### config.mk
export PLATFORM = sky130hd
export DESIGN_NAME = axi_llc_way_arbiter
export DESIGN_NICKNAME = d
export VERILOG_FILES = /design/src/rtl/axi_llc_pkg.sv /design/src/rtl/axi_llc_way_arb_sel.sv /design/src/rtl/axi_llc_way_arbiter.sv
export SDC_FILE = /design/constraint.sdc
export NUM_CORES = 1
export LEC_CHECK = 0
export BUFFER_PORTS_ARGS = -buffer_cell sky130_fd_sc_hd__buf_2
export CORE_AREA = 2 2 180 182
export CTS_CLUSTER_DIAMETER = 150
export CTS_CLUSTER_SIZE = 24
export DETAILED_ROUTE_END_ITERATION = 16
export DIE_AREA = 0 0 182 184
export HOLD_SLACK_MARGIN = 0.12
export MAX_ROUTING_LAYER = met4
export SLEW_MARGIN = 20
export SYNTH_ARGS = -nofsm -noshare
export SYNTH_HDL_FRONTEND = slang
export SYNTH_SLANG_ARGS = --single-unit
### constraint.sdc
create_clock -name clk_i -period 1.75 [get_ports clk_i]
set_input_delay 0.175 -clock clk_i [delete_from_list [all_inputs] [get_ports clk_i]]
set_output_delay 0.175 -clock clk_i [all_outputs]
set_load 0.005 [all_outputs]
### src/rtl/axi_llc_pkg.sv
// Shared LLC types and constants used by the data-way arbiter.
//   cache_unit_e : requester identity; its value is also the arbiter input index.
//   llc_cfg_t    : cache geometry (the arbiter only uses SetAssociativity).
//   way_inp_t    : data-way request payload routed to the way macros.
package axi_llc_pkg;

   typedef enum logic [1:0] {
      EvictUnit = 2'd0,
      RefilUnit = 2'd1,
      RChanUnit = 2'd2,
      WChanUnit = 2'd3
   } cache_unit_e;

   localparam int unsigned NumWayReq = 4;

   typedef struct packed {
      int unsigned SetAssociativity;
      int unsigned NumLines;
      int unsigned NumBlocks;
   } llc_cfg_t;

   localparam llc_cfg_t DefaultCfg = '{
      SetAssociativity: 32'd4,
      NumLines:         32'd256,
      NumBlocks:        32'd4
   };

   typedef struct packed {
      cache_unit_e cache_unit;
      logic [3:0]  way_ind;      // one-hot target way
      logic [7:0]  line_addr;
      logic [1:0]  blk_offset;
      logic        we;
      logic [63:0] data;
      logic [7:0]  strb;
   } way_inp_t;

endpackage

### src/rtl/axi_llc_way_arb_sel.sv
// Combinational grant selection for the way arbiter.
//   valid   : request valid per requester
//   starve  : requester has waited the full starvation budget (implies valid)
//   rr_ptr  : round-robin start index
//   gnt_oh  : one-hot grant (zero when nothing is valid)
//   gnt_idx : binary grant index
//   gnt_rr  : grant was decided by the round-robin rule (pointer must advance)
module axi_llc_way_arb_sel import axi_llc_pkg::*; #(
   parameter int unsigned NumReq   = NumWayReq,
   parameter int unsigned RefilIdx = 1,
   localparam int unsigned IdxW    = (NumReq > 1) ? $clog2(NumReq) : 1
) (
   input  logic [NumReq-1:0] valid,
   input  logic [NumReq-1:0] starve,
   input  logic [IdxW-1:0]   rr_ptr,
   output logic [NumReq-1:0] gnt_oh,
   output logic [IdxW-1:0]   gnt_idx,
   output logic              gnt_rr
);

   logic            starve_hit, rr_hit;
   logic [IdxW-1:0] starve_idx, rr_idx;
   int              j;

   // Lowest starving index: scan downwards so the last hit is the lowest.
   always_comb begin
      starve_hit = 1'b0;
      starve_idx = '0;
      for (int i = NumReq - 1; i >= 0; i--) begin
         if (starve[IdxW'(i)]) begin
            starve_hit = 1'b1;
            starve_idx = IdxW'(i);
         end
      end
   end

   // First valid at or above rr_ptr, wrapping; scanning the rotated offset
   // downwards leaves the smallest offset as the winner.
   always_comb begin
      rr_hit = 1'b0;
      rr_idx = '0;
      j      = 0;
      for (int k = NumReq - 1; k >= 0; k--) begin
         j = int'(rr_ptr) + k;
         if (j >= int'(NumReq)) j = j - int'(NumReq);
         if (valid[IdxW'(j)]) begin
            rr_hit = 1'b1;
            rr_idx = IdxW'(j);
         end
      end
   end

   always_comb begin
      gnt_idx = '0;
      gnt_rr  = 1'b0;
      gnt_oh  = '0;
      if (starve_hit) begin
         gnt_idx = starve_idx;
      end else if (valid[RefilIdx]) begin
         gnt_idx = IdxW'(RefilIdx);
      end else if (rr_hit) begin
         gnt_idx = rr_idx;
         gnt_rr  = 1'b1;
      end
      if (|valid) gnt_oh[gnt_idx] = 1'b1;
   end

endmodule

### src/rtl/axi_llc_way_arbiter.sv
// Data-way arbiter: one request per cycle from the LLC units into a one-entry
// output register, routed to the way named by the payload's one-hot way_ind.
//   clk_i/rst_ni     : clock, async active-low reset
//   req_i/req_valid_i: per-requester payload and valid
//   req_ready_o      : per-requester accept (at most one high)
//   way_inp_o        : registered payload broadcast to all ways
//   way_inp_valid_o  : per-way valid; way_inp_ready_i : per-way ready
//   err_o            : one-cycle pulse, a request with an illegal way_ind was dropped
// Priority: starving requester, then refill, then round-robin.
module axi_llc_way_arbiter #(
   parameter axi_llc_pkg::llc_cfg_t Cfg = axi_llc_pkg::DefaultCfg,
   parameter type way_inp_t             = axi_llc_pkg::way_inp_t,
   parameter int unsigned NumReq        = axi_llc_pkg::NumWayReq,
   parameter int unsigned RefilIdx      = 32'(axi_llc_pkg::RefilUnit),
   parameter int unsigned StarveCycles  = 16
) (
   input  logic                              clk_i,
   input  logic                              rst_ni,
   input  way_inp_t [NumReq-1:0]             req_i,
   input  logic [NumReq-1:0]                 req_valid_i,
   output logic [NumReq-1:0]                 req_ready_o,
   output way_inp_t                          way_inp_o,
   output logic [Cfg.SetAssociativity-1:0]   way_inp_valid_o,
   input  logic [Cfg.SetAssociativity-1:0]   way_inp_ready_i,
   output logic                              err_o
);

   localparam int unsigned NumWays = Cfg.SetAssociativity;
   localparam int unsigned IdxW    = (NumReq > 1) ? $clog2(NumReq) : 1;
   localparam int unsigned CntW    = $clog2(StarveCycles + 1);

   logic                 full_q, err_q;
   logic [IdxW-1:0]      rr_ptr_q;
   logic [CntW-1:0]      cnt_q [NumReq];
   way_inp_t             way_inp_q;

   logic [NumReq-1:0]    starve, gnt_oh;
   logic [IdxW-1:0]      gnt_idx;
   logic                 gnt_rr, drain, can_load, hs, way_ok;
   logic [NumWays-1:0]   gnt_way;

   axi_llc_way_arb_sel #(
      .NumReq   (NumReq),
      .RefilIdx (RefilIdx)
   ) i_sel (
      .valid   (req_valid_i),
      .starve  (starve),
      .rr_ptr  (rr_ptr_q),
      .gnt_oh  (gnt_oh),
      .gnt_idx (gnt_idx),
      .gnt_rr  (gnt_rr)
   );

   // Per-way routing of the held request.
   for (genvar w = 0; w < NumWays; w++) begin : g_way
      assign way_inp_valid_o[w] = full_q & way_inp_q.way_ind[w];
   end

   assign drain       = |(way_inp_valid_o & way_inp_ready_i);
   assign can_load    = ~full_q | drain;
   assign req_ready_o = gnt_oh & {NumReq{can_load}};
   assign hs          = |req_ready_o;

   // One-hot check on the granted payload; illegal requests are accepted but dropped.
   assign gnt_way = req_i[gnt_idx].way_ind;
   assign way_ok  = (gnt_way != '0) && ((gnt_way & (gnt_way - NumWays'(1))) == '0);

   assign way_inp_o = way_inp_q;
   assign err_o     = err_q;

   // Starvation counters: count cycles spent valid but not accepted.
   for (genvar i = 0; i < NumReq; i++) begin : g_req
      assign starve[i] = req_valid_i[i] & (cnt_q[i] == CntW'(StarveCycles));

      always_ff @(posedge clk_i or negedge rst_ni) begin
         if (!rst_ni) begin
            cnt_q[i] <= '0;
         end else if (!req_valid_i[i] || req_ready_o[i]) begin
            cnt_q[i] <= '0;
         end else if (cnt_q[i] != CntW'(StarveCycles)) begin
            cnt_q[i] <= cnt_q[i] + CntW'(1);
         end
      end
   end

   always_ff @(posedge clk_i or negedge rst_ni) begin
      if (!rst_ni) begin
         full_q    <= 1'b0;
         err_q     <= 1'b0;
         rr_ptr_q  <= '0;
         way_inp_q <= '0;
      end else begin
         full_q <= (hs & way_ok) | (full_q & ~drain);
         err_q  <= hs & ~way_ok;
         if (hs & way_ok) way_inp_q <= req_i[gnt_idx];
         // Only round-robin grants move the pointer.
         if (hs & gnt_rr) begin
            rr_ptr_q <= (gnt_idx == IdxW'(NumReq - 1)) ? '0 : gnt_idx + IdxW'(1);
         end
      end
   end

endmodule

Word level (Yosys, flattened, before mapping)
Index checks and enable logic that the tools add are counted.

word-level totals
  output and inout port bits = 98
  latch bits = 0
  memories kept = 0
  memory bits (read-only) = 0
  logic and storage cells = 113
  register bits = 103
  memory bits (writable) = 0

cells by class
  add/subtract/negate cells = 11
  $lt $le $gt $ge = 10
  divide/modulo/power cells = 0
  shifts and indexed selects = 0
  reduce and logical (&&, ||, !) cells = 13
  multiplexer cells = 44
  equal/unequal tests = 5
  bitwise logic cells = 18
  multipliers = 0

operators with widths
  operator                                                                              count
  89-bit binary-select mux with 2-bit select                                            1
  89-bit two-way mux                                                                    1
  2-bit two-way mux                                                                     14
  5-bit two-way mux                                                                     4
  1-bit two-way mux                                                                     18
  2-bit by 4-bit < comparator with 1-bit output (second input constant)                 4
  4-bit bitwise AND                                                                     3
  4-bit OR reduction                                                                    3
  5-bit by 1-bit adder with 5-bit output (second input constant)                        2
  1-bit bitwise AND                                                                     10
  5-bit equality test (second input constant)                                           2
  5-bit inequality test (second input constant)                                         2
  3-bit greater-or-equal comparator (second input constant)                             3
  1-bit binary-select mux with 2-bit select                                             4
  2-bit by 1-bit subtractor with 2-bit output (second input constant)                   4
  2-bit by 2-bit adder with 3-bit output (second input constant)                        2
  4-bit zero test                                                                       1
  4-bit two-way mux                                                                     1
  2-bit nonzero test                                                                    2
  4-bit nonzero test                                                                    1
  4-bit by 1-bit subtractor with 4-bit output (second input constant)                   1
  2-bit by 1-bit adder with 3-bit output (second input constant)                        1
  2-bit by 3-bit greater-or-equal comparator with 1-bit output (second input constant)  1
  2-bit by 3-bit < comparator with 1-bit output (second input constant)                 1
  other kinds (9)                                                                       15

Logic depth before layout (Yosys ltp)
  depth after elaboration = 22
  mapped depth = 9
  mapped depth without buffers = 7

Modules after synthesis
Synthesis repeated with hierarchy kept, for this count alone.

second synthesis, totals
  cell total of the unflattened synthesis = 459
  area total of the unflattened synthesis = 6894.1 µm²

modules (own cells, without submodules)
  module               instances  area an instance (µm²)  cells each  seq. area each (µm²)
  axi_llc_way_arbiter  1          6836.6                  450         2827.7
  axi_llc_way_arb_sel  1          57.6                    9           0.0

Worst setup path after synthesis
No wires, ideal clock.

  path type = register to register
  from = register cnt_q[15] (netlist bit)
  to = register way_inp_q, in the netlist way_inp_o[0]
  path buffers = 2
  required time = 1.620 ns
  slack = -0.139 ns
  setup time = 0.130 ns
  clock period less this slack = 1.889 ns
  arrival = 1.760 ns
  cell stages (with the launch flop) = 9
  cells stage by stage = dfrtp_1 > inv_1 > ha_1 > and4bb_1 > a32oi_1 > a221oi_2 > buf_2 > buf_2 > a31oi_1

on the way
  cells in the longest elaborated chain, start to end = 12

ends and longest elaborated chain
  what                                                                                 line                       RTL
  from (decl)                                                                          axi_llc_way_arbiter.sv:34  logic [CntW-1:0] cnt_q [NumReq];
  from (signal, indexed assignment)                                                    axi_llc_way_arbiter.sv:81  cnt_q[i] <= cnt_q[i] + CntW'(1);
  5-bit equality test *                                                                axi_llc_way_arbiter.sv:73  assign starve[i] = req_valid_i[i] & (cnt_q[i] == CntW'(StarveCycles));
  1-bit bitwise AND *                                                                  axi_llc_way_arbiter.sv:73
  2-bit two-way mux / 1-bit two-way mux (equally long branches)                        axi_llc_way_arb_sel.sv:30  if (starve[IdxW'(i)]) begin
  2-bit two-way mux *                                                                  axi_llc_way_arb_sel.sv:57  if (starve_hit) begin
  branches (longest 8 deep; another with 4-bit by 1-bit subtractor with 4-bit output)  -
  to (signal assigned)                                                                 axi_llc_way_arbiter.sv:95  if (hs & way_ok) way_inp_q <= req_i[gnt_idx];
  to (decl)                                                                            axi_llc_way_arbiter.sv:35  way_inp_t way_inp_q;

Mark *: on every way between the ends. The select of a mux whose other input is x is not followed.
A chain may end at the register's enable or synchronous reset.

Final worst setup path
  from = register cnt_q[16] (netlist bit)
  to = register way_inp_q, in the netlist way_inp_o[43]

The elaborated chain is that of the path after synthesis.

==> run summary <==
flip-flop and latch count after synthesis: 96
TritonCTS Sinks: 96
area leader, netlist: dfrtp_1
Max Buffers Root-to-Sink: 2
Remaining Overflow, GRT: 0
class of the most critical hold timing path: in -> reg
highest achievable clock rate: 467.1 MHz
leading cell type by number of instances after synthesis: nand2_1
areal power density over the cells: 915.2 nW/um^2
status: complete, but fails checks
max capacitance violation total: 0
Die Span X: 182 um
failing checks: setup timing
Via-to-Cell Ratio: 4.197
# placed instances: 1,245
Req. time, crit path: 2010 ps
area of the die: 33,490 um^2
Starting Density: 14.50%
internal power contribution: 5.906 mW
post-synthesis compound-gate area fraction: 15.09%
setup tns final: -27,280 ps
Synthesis Warnings: 0
dominant register cell in the synthesized netlist: dfrtp_1
final clock period utilization by the worst path: 122.3%
simple-gate area share of the yosys netlist: 25.02%
dominant combinational cell family by area after synthesis: simple AND/OR/NAND/NOR gates
endpoint class of the critical path: register
post-synthesis instance area: 4551 um^2
worst endpoint data arrival time: 2400 ps
detailed-router iteration count before antenna repair: 4
FP Rows: 65
GRT Total Usage: 13.14%
RSZ-0062 raised after global routing: true
initial antenna violation count: 1
via total after detailed routing: 6,123
post-route non-filler standard cell count: 1,459
routed wire length: 24,130 um
share of total power consumed by net switching: 33.66%
source-to-sink clock delay at the later pin of the worst-skew pair: 350 ps
relative area change from synthesis to final layout: 113.7%
vias in the first global route: 6,164
Fill cells: 3,183
maximum number of pins on one net before global-route repair: 51
number of different library cells in the post-synthesis netlist: 33
kind of cell with the highest combined delay on the critical path: compound AO/OA/AOI/OAI gates
mux cell area share after synthesis: 0.6874%
power share of the sequential group: 38.0%
clock network power share: 22.9%
first-pass GRT wire length: 32,790 um
combined area of the multi-input logic cells: 2278 um^2
Final Power: 8.902 mW
average cell area after synthesis: 8.229 um^2
logic gate share of total power: 39.0%
number of H-tree branching levels: 3
Detail Placement HPWL: 14,190 um
count of nets after finishing: 1,419
sort of element at the start of the critical path: register
number of buffers inserted during clock tree synthesis: 9
worst vdd ir: 0.5032 mV
kind of critical path: reg -> reg
number of buffer and inverter instances along the worst setup path: 4
count of mapped cells out of synthesis: 553
number of setup violations in the final report: 91
critical path, cell by cell: inv_2, ha_4, and4bb_2, a32oi_2, a221oi_4, buf_12, buf_8, clkbuf_16, nor2_1, a31oi_1
DRC viols: 0
proportion of synthesized flip-flops having asynchronous set or reset: 100.0%
Top Ports: 464
final-report hold violation count: 0
worst-path fanout max: 10
clock-pin transition on the worst setup and hold timing paths: 70 ps
cell leakage power: 4.450 nW
final setup margin: -390.8 ps
WL/cell: 16.54 um
core region area: 31,390 um^2
CTS tree: done
remaining antenna violation count after routing: 0
Commonest cells post-synth: 176 x nand2_1, 97 x nor2_1, 96 x dfrtp_1
number of pins with negative max-slew slack in the final report: 0
I/O Buffers: 283
maximum single-stage delay on the critical path: 390 ps
xor and xnor area share after synthesis: 0.9623%
number of flops mapped to enable cells by yosys: 0
Max stage delay cell, worst path: dfrtp_1
Sequential cell area: 2402 um^2
clock root buffer: clkbuf_16
last weighted congestion value of the routability-driven placer: 0.7845
Post-Synth Adder-Cell Area: 0.5499%
Fin Clk Skew: 12.06 ps
die height: 184 um
NetSw: 2.996 mW
crit path time final: 2141 ps
cell types occupying the most area after synthesis: dfrtp_1 53%, nand2_1 15%, a31oi_1 12%
fraction of layout instances using a drive strength above 1: 41.57%
proportion of netlist area held by the largest area contributor: 52.79%
First DRT Iteration DRCs: 238
portion of the post-synthesis area used by sequential elements: 52.79%
routing by layer:
layer  up-vias  share of wire (%)  track usage, %
met5         -                  0               -
met4         0                3.2           6.097
met3        62                7.9           3.922
met2       289                 48           21.69
met1      2911                 41           14.64
li1       2861                  -               -
state kept, by name (all words and copies together) (netlist names):
name,count
way_inp_o,89
cnt_q,5
err_o,1
full_q,1
power groups by stage:
| stage | Combinational [mW] | Sequential, mW | Clock, mW |
|---|---|---|---|
| after floorplan | 0.896 | 3.35 | 0 |
| after global placement | 2.43 | 3.31 | 0 |
| after detailed placement | 2.47 | 3.32 | 0 |
| after CTS | 2.92 | 3.29 | 2.13 |
| after global routing | 3.77 | 3.46 | 2.23 |
| final | 3.47 | 3.39 | 2.04 |
per-stage QoR:
| stage | utilization, % | instance area (um^2) | hold WS, ps | setup slack (ps) |
|---|---|---|---|---|
| finish | 30.98 | 9727 | 135.8 | -390.8 |
| global route | 30.98 | 9727 | 132.4 | -449.5 |
| CTS | 28.61 | 8982 | 124.5 | -308.6 |
| detailed placement | 21.64 | 6793 | 123.9 | -350.2 |
| global placement | 21.64 | 6793 | 121.6 | -291.2 |
| floorplan | - | 4571 | -120.6 | -94.03 |
repair_timing:
item	in CTS	in global routing
pin swaps	3	6
buffers inserted	5	10
endpoints found under the setup margin	92	94
endpoints found under the hold margin	110	0
gates cloned	4	10
hold buffers	168	0
resized for setup	14	107
cells by family after synthesis:
logic type | after synthesis
AO/OA/AOI/OAI | 108
XOR/XNOR | 5
AND/OR/NAND/NOR | 290
multiplexers | 3
other | 1
adder cells (fa/ha/maj) | 2
buffers and inverters | 48
flip-flops | 96
final timing paths:
kind	start	endpoint	slack [ps]	depth (start not counted)
max in group asynchronous	rst_ni	way_inp_o[25]$_DFFE_PN0P_	820	3
max reg2reg	cnt_q[16]$_DFFE_PN0P_	way_inp_o[43]$_DFFE_PN0P_	-390	10
min reg2reg	way_inp_o[58]$_DFFE_PN0P_	way_inp_o[58]$_DFFE_PN0P_	540	2
min	req_i[124]	way_inp_o[35]$_DFFE_PN0P_	140	3
max	cnt_q[16]$_DFFE_PN0P_	way_inp_o[43]$_DFFE_PN0P_	-390	10
min in group asynchronous	rst_ni	way_inp_o[72]$_DFFE_PN0P_	300	2
final cells by class:
cell class / instances / area share [%]
Antenna cell: 1 / 0.02573
Clock inverter: 6 / 0.6046
Inverter: 7 / 0.2701
Clock buffer: 10 / 2.457
Tap cell: 402 / 5.171
Sequential cell: 96 / 24.70
Timing Repair Buffer: 527 / 43.35
Multi-Input combinational cell: 410 / 23.42
cells in the final DEF, fill, tap and decap left out, types with 2 or more instances in the layout:
master / instances
a21oi_1: 2
a21oi_2: 2
a22oi_1: 2
a31oi_1: 80
a31oi_2: 4
and2_1: 4
buf_12: 11
buf_16: 6
buf_2: 282
buf_4: 31
buf_6: 8
buf_8: 11
clkbuf_16: 19
clkinv_2: 4
conb_1: 2
dfrtp_1: 96
dlygate4sd3_1: 168
inv_1: 5
inv_2: 2
mux2i_1: 2
nand2_1: 175
nand3_1: 6
nor2_1: 55
nor2_2: 26
nor2_4: 16
o211ai_1: 2
o21ai_0: 6
xor2_1: 4
worst reg2reg max path, cell delays in order, from the launching register on:
cell	delay, ps
dfrtp_1	390
inv_2	80
ha_4	140
and4bb_2	270
a32oi_2	90
a221oi_4	340
buf_12	190
buf_8	140
clkbuf_16	170
nor2_1	60
a31oi_1	180
(Power assumes the default switching activity.)
